File: config.mk
export PLATFORM = sky130hd
export DESIGN_NAME = scsu_ahb_host
export DESIGN_NICKNAME = d
export VERILOG_FILES = /design/src/rtl/scsu_ahb_host.sv
export SDC_FILE = /design/constraint.sdc
export NUM_CORES = 1
export LEC_CHECK = 0
export ABC_AREA = 1
export BUFFER_PORTS_ARGS = -buffer_cell sky130_fd_sc_hd__buf_2
export CAP_MARGIN = 20
export CELL_PAD_IN_SITES_DETAIL_PLACEMENT = 0
export CELL_PAD_IN_SITES_GLOBAL_PLACEMENT = 1
export CORE_MARGIN = 2
export CORE_UTILIZATION = 31
export DETAILED_ROUTE_END_ITERATION = 8
export HOLD_SLACK_MARGIN = 0.15
export PLACE_DENSITY = 0.74
export SLEW_MARGIN = 0
export SYNTH_ARGS = -nofsm -noshare
export SYNTH_HDL_FRONTEND = slang
export SYNTH_SLANG_ARGS = --single-unit
File: constraint.sdc
create_clock -name clk -period 1.2 [get_ports clk]
set_input_delay 0.12 -clock clk [delete_from_list [all_inputs] [get_ports clk]]
set_output_delay 0.12 -clock clk [all_outputs]
set_load 0.02 [all_outputs]
File: src/rtl/scsu_ahb_host.sv
// AHB-lite master issuing single byte/halfword accesses to the scsu slave port from a command/response stream.
// Optional build macro SCSU_AHB_HOST_TIMEOUT_EN adds a wait-state watchdog (TIMEOUT_CYCLES).
module scsu_ahb_host #(
   parameter int TIMEOUT_CYCLES = 255
) (
   input  logic        clk,
   input  logic        rst,
   input  logic        cmd_valid,
   output logic        cmd_ready,
   input  logic        cmd_write,
   input  logic        cmd_size,
   input  logic [15:0] cmd_addr,
   input  logic [15:0] cmd_wdata,
   output logic        rsp_valid,
   output logic [15:0] rsp_rdata,
   output logic        rsp_err,
   output logic        rsp_tmo,
   output logic        busy,
   output logic [1:0]  mhtrans,
   output logic [1:0]  mhsize,
   output logic        mhwrite,
   output logic [15:0] mhaddr,
   output logic [15:0] mhwdata,
   input  logic [15:0] shrdata,
   input  logic        shready,
   input  logic [1:0]  shresp
);

   typedef enum logic [2:0] {ST_IDLE, ST_ADDR, ST_DATA, ST_PIPE, ST_ERR} state_t;

   state_t      state_q, state_d;
   logic        ap_valid_q, ap_valid_d;
   logic        ap_write_q, ap_write_d;
   logic        ap_size_q, ap_size_d;
   logic        ap_mis_q, ap_mis_d;
   logic [15:0] ap_addr_q, ap_addr_d;
   logic [15:0] ap_wdata_q, ap_wdata_d;
   logic        dp_valid_q, dp_valid_d;
   logic        dp_write_q, dp_write_d;
   logic        dp_size_q, dp_size_d;
   logic        dp_mis_q, dp_mis_d;
   logic        dp_addr0_q, dp_addr0_d;
   logic [15:0] dp_wdata_q, dp_wdata_d;
   logic        rsp_valid_q, rsp_valid_d;
   logic [15:0] rsp_rdata_q, rsp_rdata_d;
   logic        rsp_err_q, rsp_err_d;
   logic        rsp_tmo_q, rsp_tmo_d;

   logic adv, err_hold, ap_go, accept;
   logic dp_ok, dp_fail, ap_retire, ap_to_dp;
   logic tmo_hit;

   function automatic logic [15:0] lane_sel(input logic size, input logic addr0,
                                            input logic [15:0] data);
      if (size)
         return data;
      else if (addr0)
         return {8'h00, data[15:8]};
      else
         return {8'h00, data[7:0]};
   endfunction

`ifdef SCSU_AHB_HOST_TIMEOUT_EN
   localparam logic [15:0] TMO_LAST = 16'(TIMEOUT_CYCLES - 1);
   logic [15:0] tmo_cnt_q, tmo_cnt_d;
   logic        stall;

   assign stall   = dp_valid_q & ~dp_mis_q & ~shready;
   assign tmo_hit = stall & (tmo_cnt_q == TMO_LAST);
   assign tmo_cnt_d = (stall & ~tmo_hit) ? tmo_cnt_q + 16'd1 : 16'd0;

   always_ff @(posedge clk) begin
      if (!rst)
         tmo_cnt_q <= 16'd0;
      else
         tmo_cnt_q <= tmo_cnt_d;
   end
`else
   localparam int UNUSED_TIMEOUT_CYCLES = TIMEOUT_CYCLES;
   assign tmo_hit = 1'b0;
`endif

   assign err_hold  = (state_q == ST_ERR);
   // A misaligned entry never occupies the bus, so it cannot stall the pipe.
   assign adv       = ~dp_valid_q | dp_mis_q | shready;
   assign ap_go     = adv & ~err_hold;
   assign cmd_ready = rst & ap_go;
   assign accept    = cmd_valid & cmd_ready;

   always_comb begin
      dp_ok     = dp_valid_q & ~dp_mis_q & shready & (shresp == 2'b00);
      dp_fail   = dp_valid_q & (dp_mis_q | (shready & (shresp != 2'b00)));
      ap_retire = ap_go & ap_valid_q & ap_mis_q & ~dp_valid_q;
      ap_to_dp  = ap_go & ap_valid_q & ~ap_retire;

      ap_valid_d = ap_go ? accept : ap_valid_q;
      ap_write_d = ap_write_q;
      ap_size_d  = ap_size_q;
      ap_mis_d   = ap_mis_q;
      ap_addr_d  = ap_addr_q;
      ap_wdata_d = ap_wdata_q;
      if (accept) begin
         ap_write_d = cmd_write;
         ap_size_d  = cmd_size;
         ap_mis_d   = cmd_size & cmd_addr[0];
         ap_addr_d  = cmd_addr;
         ap_wdata_d = cmd_wdata;
      end

      dp_valid_d = dp_valid_q;
      if (tmo_hit)
         dp_valid_d = 1'b0;
      else if (adv)
         dp_valid_d = ap_to_dp;
      dp_write_d = dp_write_q;
      dp_size_d  = dp_size_q;
      dp_mis_d   = dp_mis_q;
      dp_addr0_d = dp_addr0_q;
      dp_wdata_d = dp_wdata_q;
      if (ap_to_dp) begin
         dp_write_d = ap_write_q;
         dp_size_d  = ap_size_q;
         dp_mis_d   = ap_mis_q;
         dp_addr0_d = ap_addr_q[0];
         dp_wdata_d = ap_wdata_q;
      end

      rsp_valid_d = dp_ok | dp_fail | tmo_hit | ap_retire;
      rsp_err_d   = dp_fail | tmo_hit | ap_retire;
      rsp_tmo_d   = tmo_hit;
      rsp_rdata_d = (dp_ok & ~dp_write_q) ? lane_sel(dp_size_q, dp_addr0_q, shrdata) : 16'h0000;

      // First error cycle or watchdog abort parks the bus at IDLE until the data phase closes.
      if (tmo_hit | (dp_valid_q & ~dp_mis_q & ~shready & (shresp != 2'b00)))
         state_d = ST_ERR;
      else if (err_hold & ~adv)
         state_d = ST_ERR;
      else begin
         case ({ap_valid_d, dp_valid_d})
            2'b10:   state_d = ST_ADDR;
            2'b01:   state_d = ST_DATA;
            2'b11:   state_d = ST_PIPE;
            default: state_d = ST_IDLE;
         endcase
      end
   end

   always_ff @(posedge clk) begin
      if (!rst) begin
         state_q     <= ST_IDLE;
         ap_valid_q  <= 1'b0;
         ap_write_q  <= 1'b0;
         ap_size_q   <= 1'b1;
         ap_mis_q    <= 1'b0;
         ap_addr_q   <= 16'h0000;
         ap_wdata_q  <= 16'h0000;
         dp_valid_q  <= 1'b0;
         dp_write_q  <= 1'b0;
         dp_size_q   <= 1'b1;
         dp_mis_q    <= 1'b0;
         dp_addr0_q  <= 1'b0;
         dp_wdata_q  <= 16'h0000;
         rsp_valid_q <= 1'b0;
         rsp_rdata_q <= 16'h0000;
         rsp_err_q   <= 1'b0;
         rsp_tmo_q   <= 1'b0;
      end else begin
         state_q     <= state_d;
         ap_valid_q  <= ap_valid_d;
         ap_write_q  <= ap_write_d;
         ap_size_q   <= ap_size_d;
         ap_mis_q    <= ap_mis_d;
         ap_addr_q   <= ap_addr_d;
         ap_wdata_q  <= ap_wdata_d;
         dp_valid_q  <= dp_valid_d;
         dp_write_q  <= dp_write_d;
         dp_size_q   <= dp_size_d;
         dp_mis_q    <= dp_mis_d;
         dp_addr0_q  <= dp_addr0_d;
         dp_wdata_q  <= dp_wdata_d;
         rsp_valid_q <= rsp_valid_d;
         rsp_rdata_q <= rsp_rdata_d;
         rsp_err_q   <= rsp_err_d;
         rsp_tmo_q   <= rsp_tmo_d;
      end
   end

   assign mhtrans   = (ap_valid_q & ~ap_mis_q & ~err_hold) ? 2'b10 : 2'b00;
   assign mhsize    = {1'b0, ap_size_q};
   assign mhwrite   = ap_write_q;
   assign mhaddr    = ap_addr_q;
   assign mhwdata   = dp_wdata_q;
   assign busy      = ap_valid_q | dp_valid_q;
   assign rsp_valid = rsp_valid_q;
   assign rsp_rdata = rsp_rdata_q;
   assign rsp_err   = rsp_err_q;
   assign rsp_tmo   = rsp_tmo_q;

endmodule

==> summary.txt, run 1 <==
Logic synthesis
  – Cell Area, Synth: 0.003008 sq mm
  – Post-synth EDFFs: 0
  – Seq/Total Area, Yosys: 0.5191
  – Yosys top cell area share: 0.5191
  – Avg Inst Size Synth: 7.732 sq um
  – Synth Register Bits: 78
  – Main area contributors after synthesis: dfxtp_1, nand3_1, nand2_1
  – Cells after synthesis: 389
  – Most frequent cell after synthesis: nand2_1
  – Yosys cell types: 24
  – Top cells by count, synth: nand2_1, dfxtp_1, nand3_1
  – Ys async rst share: 0
  – Dominant cell type by area after synthesis: dfxtp_1
  – Ys flop type: dfxtp_1
  – YS warnings: 0

Detailed routing
  – Vias per std cell: around 4.4
  – Routed WL: 9.182 mm
  – Vias: 3145
  – Drt pass-1 iters: 4
  – # DRC: 0
  – Routed Antenna Nets: 0
  – Initial DRC Count: approximately 90
  – WL/cell: 12.84 microns

Die
  – Io pins: 114
  – Die area: roughly 0.011 sq mm
  – Row count: 35
  – Die height: 102.5 microns
  – Core Region: 0.009328 sq mm
  – Starting density of the core: 0.3225
  – Horiz. Die Dim: 102.5 microns

Placed design
  – Pre-CTS WS: -53.93 ps
  – Placed insts: roughly 630
  – Final Wtd Congestion: a little under 0.8
  – Port Buf Inserts: 110
  – Hpwl dp: ~5.2 mm
  – Placed Area: 0.003780 sq mm

Layout
  – Antenna cells: 0
  – Util after Layout: 0.5509
  – Number of fill cells: 870
  – Post-route cell area: 0.005139 sq mm
  – Final #Nets: 637
  – Area growth syn-to-layout: 70.84%
  – Share of layout cells above drive strength 1: 0.4420
  – Fin cells: approximately 700

Timing
  – Final slew viol count: 0
  – Hold Violations, Final: 0
  – Final setup vio count: about 50
  – Min Tclk post-route: 1363 ps
  – Ratio of final minimum period to clock period: 1.136
  – Fmax: ~730 MHz
  – RSZ-0062 raised after global routing: yes
  – Min Hold Slack: 227.9 ps
  – Sum Neg Setup Slack: -5572 ps
  – Final WS setup: -163.5 ps
  – Layout Skew: between 9 and 10 ps

Worst setup path
  – Critical Path RT: 1080 ps
  – Crit-path max FO: 4
  – Crit path kind: reg2out
  – R2R setup slack: -160 ps
  – Arr. time, crit path: 1240 ps
  – Critical Path End Type: output pin
  – Startpoint Class: flip-flop

GRT
  – Vias in the first global route: between 2k and 3k
  – Aggregate global routing overflow: 0
  – Met2 Usage GRT: 0.2730
  – Largest net degree at the start of global routing: 37
  – GR peak layer: met2
  – Met3 GRT Util: 0.04203
  – M1 GR Usage: 0.1969
  – Initial antenna violation count: 0
  – First-pass GRT wire length: 13.10 mm
  – Total Routing Usage GR: 0.1614

Clock tree
  – CTS Buffer Depth: 2
  – Worst skew pair latency: 350 ps
  – TritonCTS Buffers: 9
  – CTS tree: done
  – Clk sinks: 78
  – Clock Tree Root: clkbuf_8
  – Reg clk slew, reported paths: 90 ps
  – H-tree lvl count: 3

Pwr
  – Leakage: 2.476 nW
  – Worst IR Drop VDD: 644.8 uV
  – Overall Power: between 6 and 7 mW
  – PwrDens: around 1200 mW/mm^2

Outcome
  – Status: finished, violations left
  – Failing checks: setup timing

Min path
  – Hold crit path type: in2reg

Job
  – Max cap viols: 0
## state kept, by name (all words and copies together), names as in the netlist
register    cells
mhwrite         1
rsp_err         1
dp_valid_q      1
dp_write_q      1
ap_size_q       1
mhaddr         16
mhwdata        16
dp_mis_q        1
rsp_rdata      16
rsp_valid       1
ap_mis_q        1
dp_size_q       1
state_q         3
ap_wdata_q     16
dp_addr0_q      1
ap_valid_q      1
## per-layer routing
metal  part of all wire  vias to the layer above
met5                  0                        -
met4              0.016                        0
met3              0.054                       13
met2               0.48                       96
met1               0.45                     1430
li1                   -                     1606
## repair_timing
item / CTS / global route
gates cloned: 3 / 4
endpoints found under the hold margin: 55 / 0
hold buffers: 52 / 0
buffers inserted: 8 / 4
gates resized for setup: 26 / 85
pin swaps: 6 / 29
endpoints found under the setup margin: 59 / 62
## critical path, stage by stage, from the launching register on
cell	delay (ps)
dfxtp_2	330
nor2_2	110
nand2_2	100
buf_6	140
nand2_4	50
nor2_4	40
buf_6	120
## cells by family after synthesis
group,count (synthesis),synth area share
simple gates,227,0.3415
flops,78,0.5191
buf+inv,61,0.1007
compound gates,22,0.03744
other cells,1,0.001247
## final cells by class
cell class	instances	area (sq um)	area share
Clock buffer	9	123.9	0.02411
Clock inverter	7	57.56	0.01120
Inverter	36	143.9	0.02800
Multi-Input combinational cell	252	1451	0.2824
Sequential cell	78	1570	0.3056
Tap cell	129	161.4	0.03141
Timing Repair Buffer	204	1630	0.3173
## power by group
part | switching (mW) | total, mW | internal, mW
Clock | 1.07 | 1.85 | 0.776
Combinational | 0.688 | 1.33 | 0.641
Sequential | 0.0974 | 2.85 | 2.75
Total | 1.85 | 6.02 | 4.17
## worst paths after layout
path	start	endpoint	depth (start not counted)
worst min-delay path	shready	rsp_err$_SDFF_PN0_	5
worst max-delay path	state_q[0]$_SDFF_PP0_	mhtrans[1]	6
worst min register to register	ap_wdata_q[4]$_SDFFE_PN0P_	ap_wdata_q[4]$_SDFFE_PN0P_	2
worst max register to register	state_q[0]$_SDFF_PP0_	mhwdata[14]$_SDFFE_PN0P_	10
## cells in the final DEF (no fill, tap or decap), types with 4 or more instances in the layout
cell type | synthesis | final
buf_2 | 7 | 107
dfxtp_1 | 78 | 73
nand2_1 | 86 | 70
dlygate4sd3_1 | 0 | 52
nand3_1 | 78 | 49
nor2_1 | 47 | 33
inv_1 | 33 | 29
nand3_2 | 0 | 28
nand2_2 | 8 | 22
buf_4 | 4 | 20
a21oi_1 | 15 | 11
buf_6 | 5 | 11
nor2_2 | 2 | 10
clkbuf_8 | 0 | 9
nor2_4 | 2 | 8
buf_12 | 0 | 7
o21ai_0 | 6 | 5
clkinvlp_4 | 0 | 4
a21oi_2 | 0 | 4
dfxtp_2 | 0 | 4
Note: power is estimated with default switching activity, not from simulation.
==> run 2: changes to the inputs <==
- PLACE_DENSITY: 0.74 -> 0.88
- SETUP_SLACK_MARGIN: not set -> 0.5
==> run 2 against run 1 <==
  * Register-to-register slack got worse by 20 ps
  * Routed wire length up 7.1%
  * The run still ends with setup timing left
  * Maximum frequency is 1.6% lower
  * Via count grew 2.2%
  * Sequential power up 1%
  * Critical path depth is the same
  * Final cell count rose by 1.7%
  * Die area unchanged
  * Count of clock-buffer cells in the layout up 3
  * First-iteration DRC count rose by 4.3%
==> summary.txt, run 2 (synthesis gave the netlist of run 1 again) <==
Clock tree
  – Clk sinks: 78 (unchanged)
  – H-tree lvl count: 3 (unchanged)
  – CTS Buffer Depth: 2 (unchanged)
  – Worst skew pair latency: 350 ps (about the same)
  – CTS tree: done
  – Reg clk slew, reported paths: 80 ps (about the same)
  – TritonCTS Buffers: 9 (unchanged)
  – Post-cts hold buffer count: 50 (-3.8%)
  – Clock Tree Root: clkbuf_8

Outcome
  – Failing checks: setup timing
  – Status: finished, violations left

GRT
  – Initial antenna violation count: 0 (unchanged)
  – Met3 GRT Util: 0.04271 (+0.0006780)
  – M1 GR Usage: 0.1863 (-0.01058)
  – Largest net degree at the start of global routing: 41 (+11%)
  – Total Routing Usage GR: 0.1770 (+0.01560)
  – Aggregate global routing overflow: 0 (unchanged)
  – First-pass GRT wire length: 14.45 mm (+10%)
  – Met2 Usage GRT: 0.3338 (+0.06083)
  – GR peak layer: met2
  – Vias in the first global route: 3201 (+16%)

Worst setup path
  – Crit path kind: reg2out
  – Crit path largest cell delay: 320 ps (about the same)
  – Arr. time, crit path: 1270 ps (+30 ps)
  – Delay-heaviest family, CP: simple AND/OR/NAND/NOR gates
  – Crit-path slowest cell: dfxtp_2
  – Startpoint Class: flip-flop
  – CP cell instances: nor2_2 > nand2_2 > nand2_4 > nor2_4 > buf_12 > buf_8
  – Critical Path End Type: output pin
  – Worst Path Buf+Inv: 2 (unchanged)
  – Crit-path max FO: 3 (-1)
  – Critical Path RT: 1080 ps (about the same)

Layout
  – Reg area: 0.001638 sq mm (+4.3%)
  – Commonest non-fill, non-tap cell in the layout: nand3_1
  – Area of the multi-input gates: 0.001381 sq mm (-4.8%)
  – Number of fill cells: 782 (-10%)
  – Post-route cell area: 0.005542 sq mm (+7.8%)
  – Share of layout cells above drive strength 1: 0.5067 (+0.06471)
  – Most frequent cells in the layout: nand3_1, nand2_1, buf_6
  – Area growth syn-to-layout: 84.23%
  – Final #Nets: 649 (+1.9%)
  – Antenna cells: 0 (unchanged)

Timing
  – Final setup vio count: 68 (+33%)
  – Sum Neg Setup Slack: -8841 ps (-3269 ps)
  – Final WS setup: -185.4 ps (-21.97 ps)
  – Fmax: 721.8 MHz (-1.6%)
  – Min Hold Slack: 93.95 ps (-133.9 ps)
  – RSZ-0062 raised after global routing: yes
  – Final slew viol count: 0 (unchanged)
  – Ratio of final minimum period to clock period: 1.155 (+0.01830)
  – Layout Skew: 8.073 ps (-1.341 ps)
  – Hold Violations, Final: 0 (unchanged)
  – Min Tclk post-route: 1385 ps (+21.97 ps)

Min path
  – Hold crit path type: in2reg

Job
  – Max cap viols: 0 (unchanged)

Detailed routing
  – WL/cell: 13.53 microns (+5.4%)
  – # DRC: 0 (unchanged)
  – Routed WL: 9.836 mm (+7.1%)
  – Routed Antenna Nets: 0 (unchanged)
  – Initial DRC Count: 96 (+4.3%)
  – Drt pass-1 iters: 4 (unchanged)
  – Vias per std cell: 4.422 (+0.54%)
  – Vias: 3215 (+2.2%)

Placed design
  – Hpwl dp: 5.282 mm (+0.70%)
  – Final Wtd Congestion: 0.7795 (-2.0%)
  – Pre-CTS WS: -17.56 ps (+36.37 ps)
  – Port Buf Inserts: 110 (unchanged)
  – Placed Area: 0.003812 sq mm (+0.86%)

Pwr
  – Worst IR Drop VDD: 490.2 uV (-24%)
  – Leakage: 2.599 nW (+4.9%)
  – Overall Power: 6.087 mW (+1.1%)
  – PwrDens: 1098 mW/mm^2 (-6.3%)

Die
  – Core Region: 0.009328 sq mm (unchanged)
  – Row count: 35 (unchanged)
  – Die area: 0.01051 sq mm (unchanged)
  – Starting density of the core: 0.3225 (unchanged)
  – Io pins: 114 (unchanged)
  – Horiz. Die Dim: 102.5 microns (unchanged)
  – Die height: 102.5 microns (unchanged)
-- run 2: routing by layer --
metal	wire (microns)	share of wire	up-vias
li1	-	-	1627
met1	3930	0.40	1468
met2	5185	0.53	104
met3	530	0.054	16
met4	189	0.019	0
met5	0	0	-
-- run 2: what timing repair did --
action,CTS,global route
setup buffers,14,12
setup endpoints to repair,133,133
endpoints found under the hold margin,52,1
pin swaps,5,6
gates resized for setup,200,39
cloned,1,7
-- run 2: worst register-to-register path, stage by stage (launching register included) --
cell and delay, ps:
dfxtp_2 330, inv_2 50, nand3_4 90, buf_4 140
buf_4 120, nand4_4 180, clkbuf_16 250, nand3_1 80
nand2_1 50
-- run 2: power by group --
part	switching, mW	internal, mW	leakage, nW	total [mW]
Combinational	0.686	0.779	1.85	1.47
Sequential	0.116	2.77	0.663	2.89
Clock	0.938	0.798	0.0861	1.74
Total	1.74	4.35	2.60	6.09
-- run 2: final cells by class --
class	instances	share of cell area
tap	129	0.02913
clock inverter	4	0.004064
timing repair buffer	216	0.3710
sequential	78	0.2956
multi-input combinational	252	0.2493
inverter	36	0.02484
clock buffer	12	0.02619
-- run 2: path summary, 6_finish.rpt --
kind / to / slack (ps) / start / cells past startpoint
setup reg to reg: mhaddr[14]$_SDFFE_PN0P_ / -180 / dp_mis_q$_SDFFE_PN0P_ / 8
hold / removal: rsp_valid$_SDFF_PN0_ / 90 / shready / 3
hold reg to reg: ap_wdata_q[9]$_SDFFE_PN0P_ / 460 / ap_wdata_q[9]$_SDFFE_PN0P_ / 2
setup / recovery: cmd_ready / -190 / state_q[1]$_SDFF_PP0_ / 6
-- run 2: through the flow --
step / utilization / instances
floorplan: - / 391
global placement: 0.4087 / 627
detailed placement: 0.4087 / 627
CTS: 0.5540 / 708
global route: 0.5941 / 727
finish: 0.5941 / 727
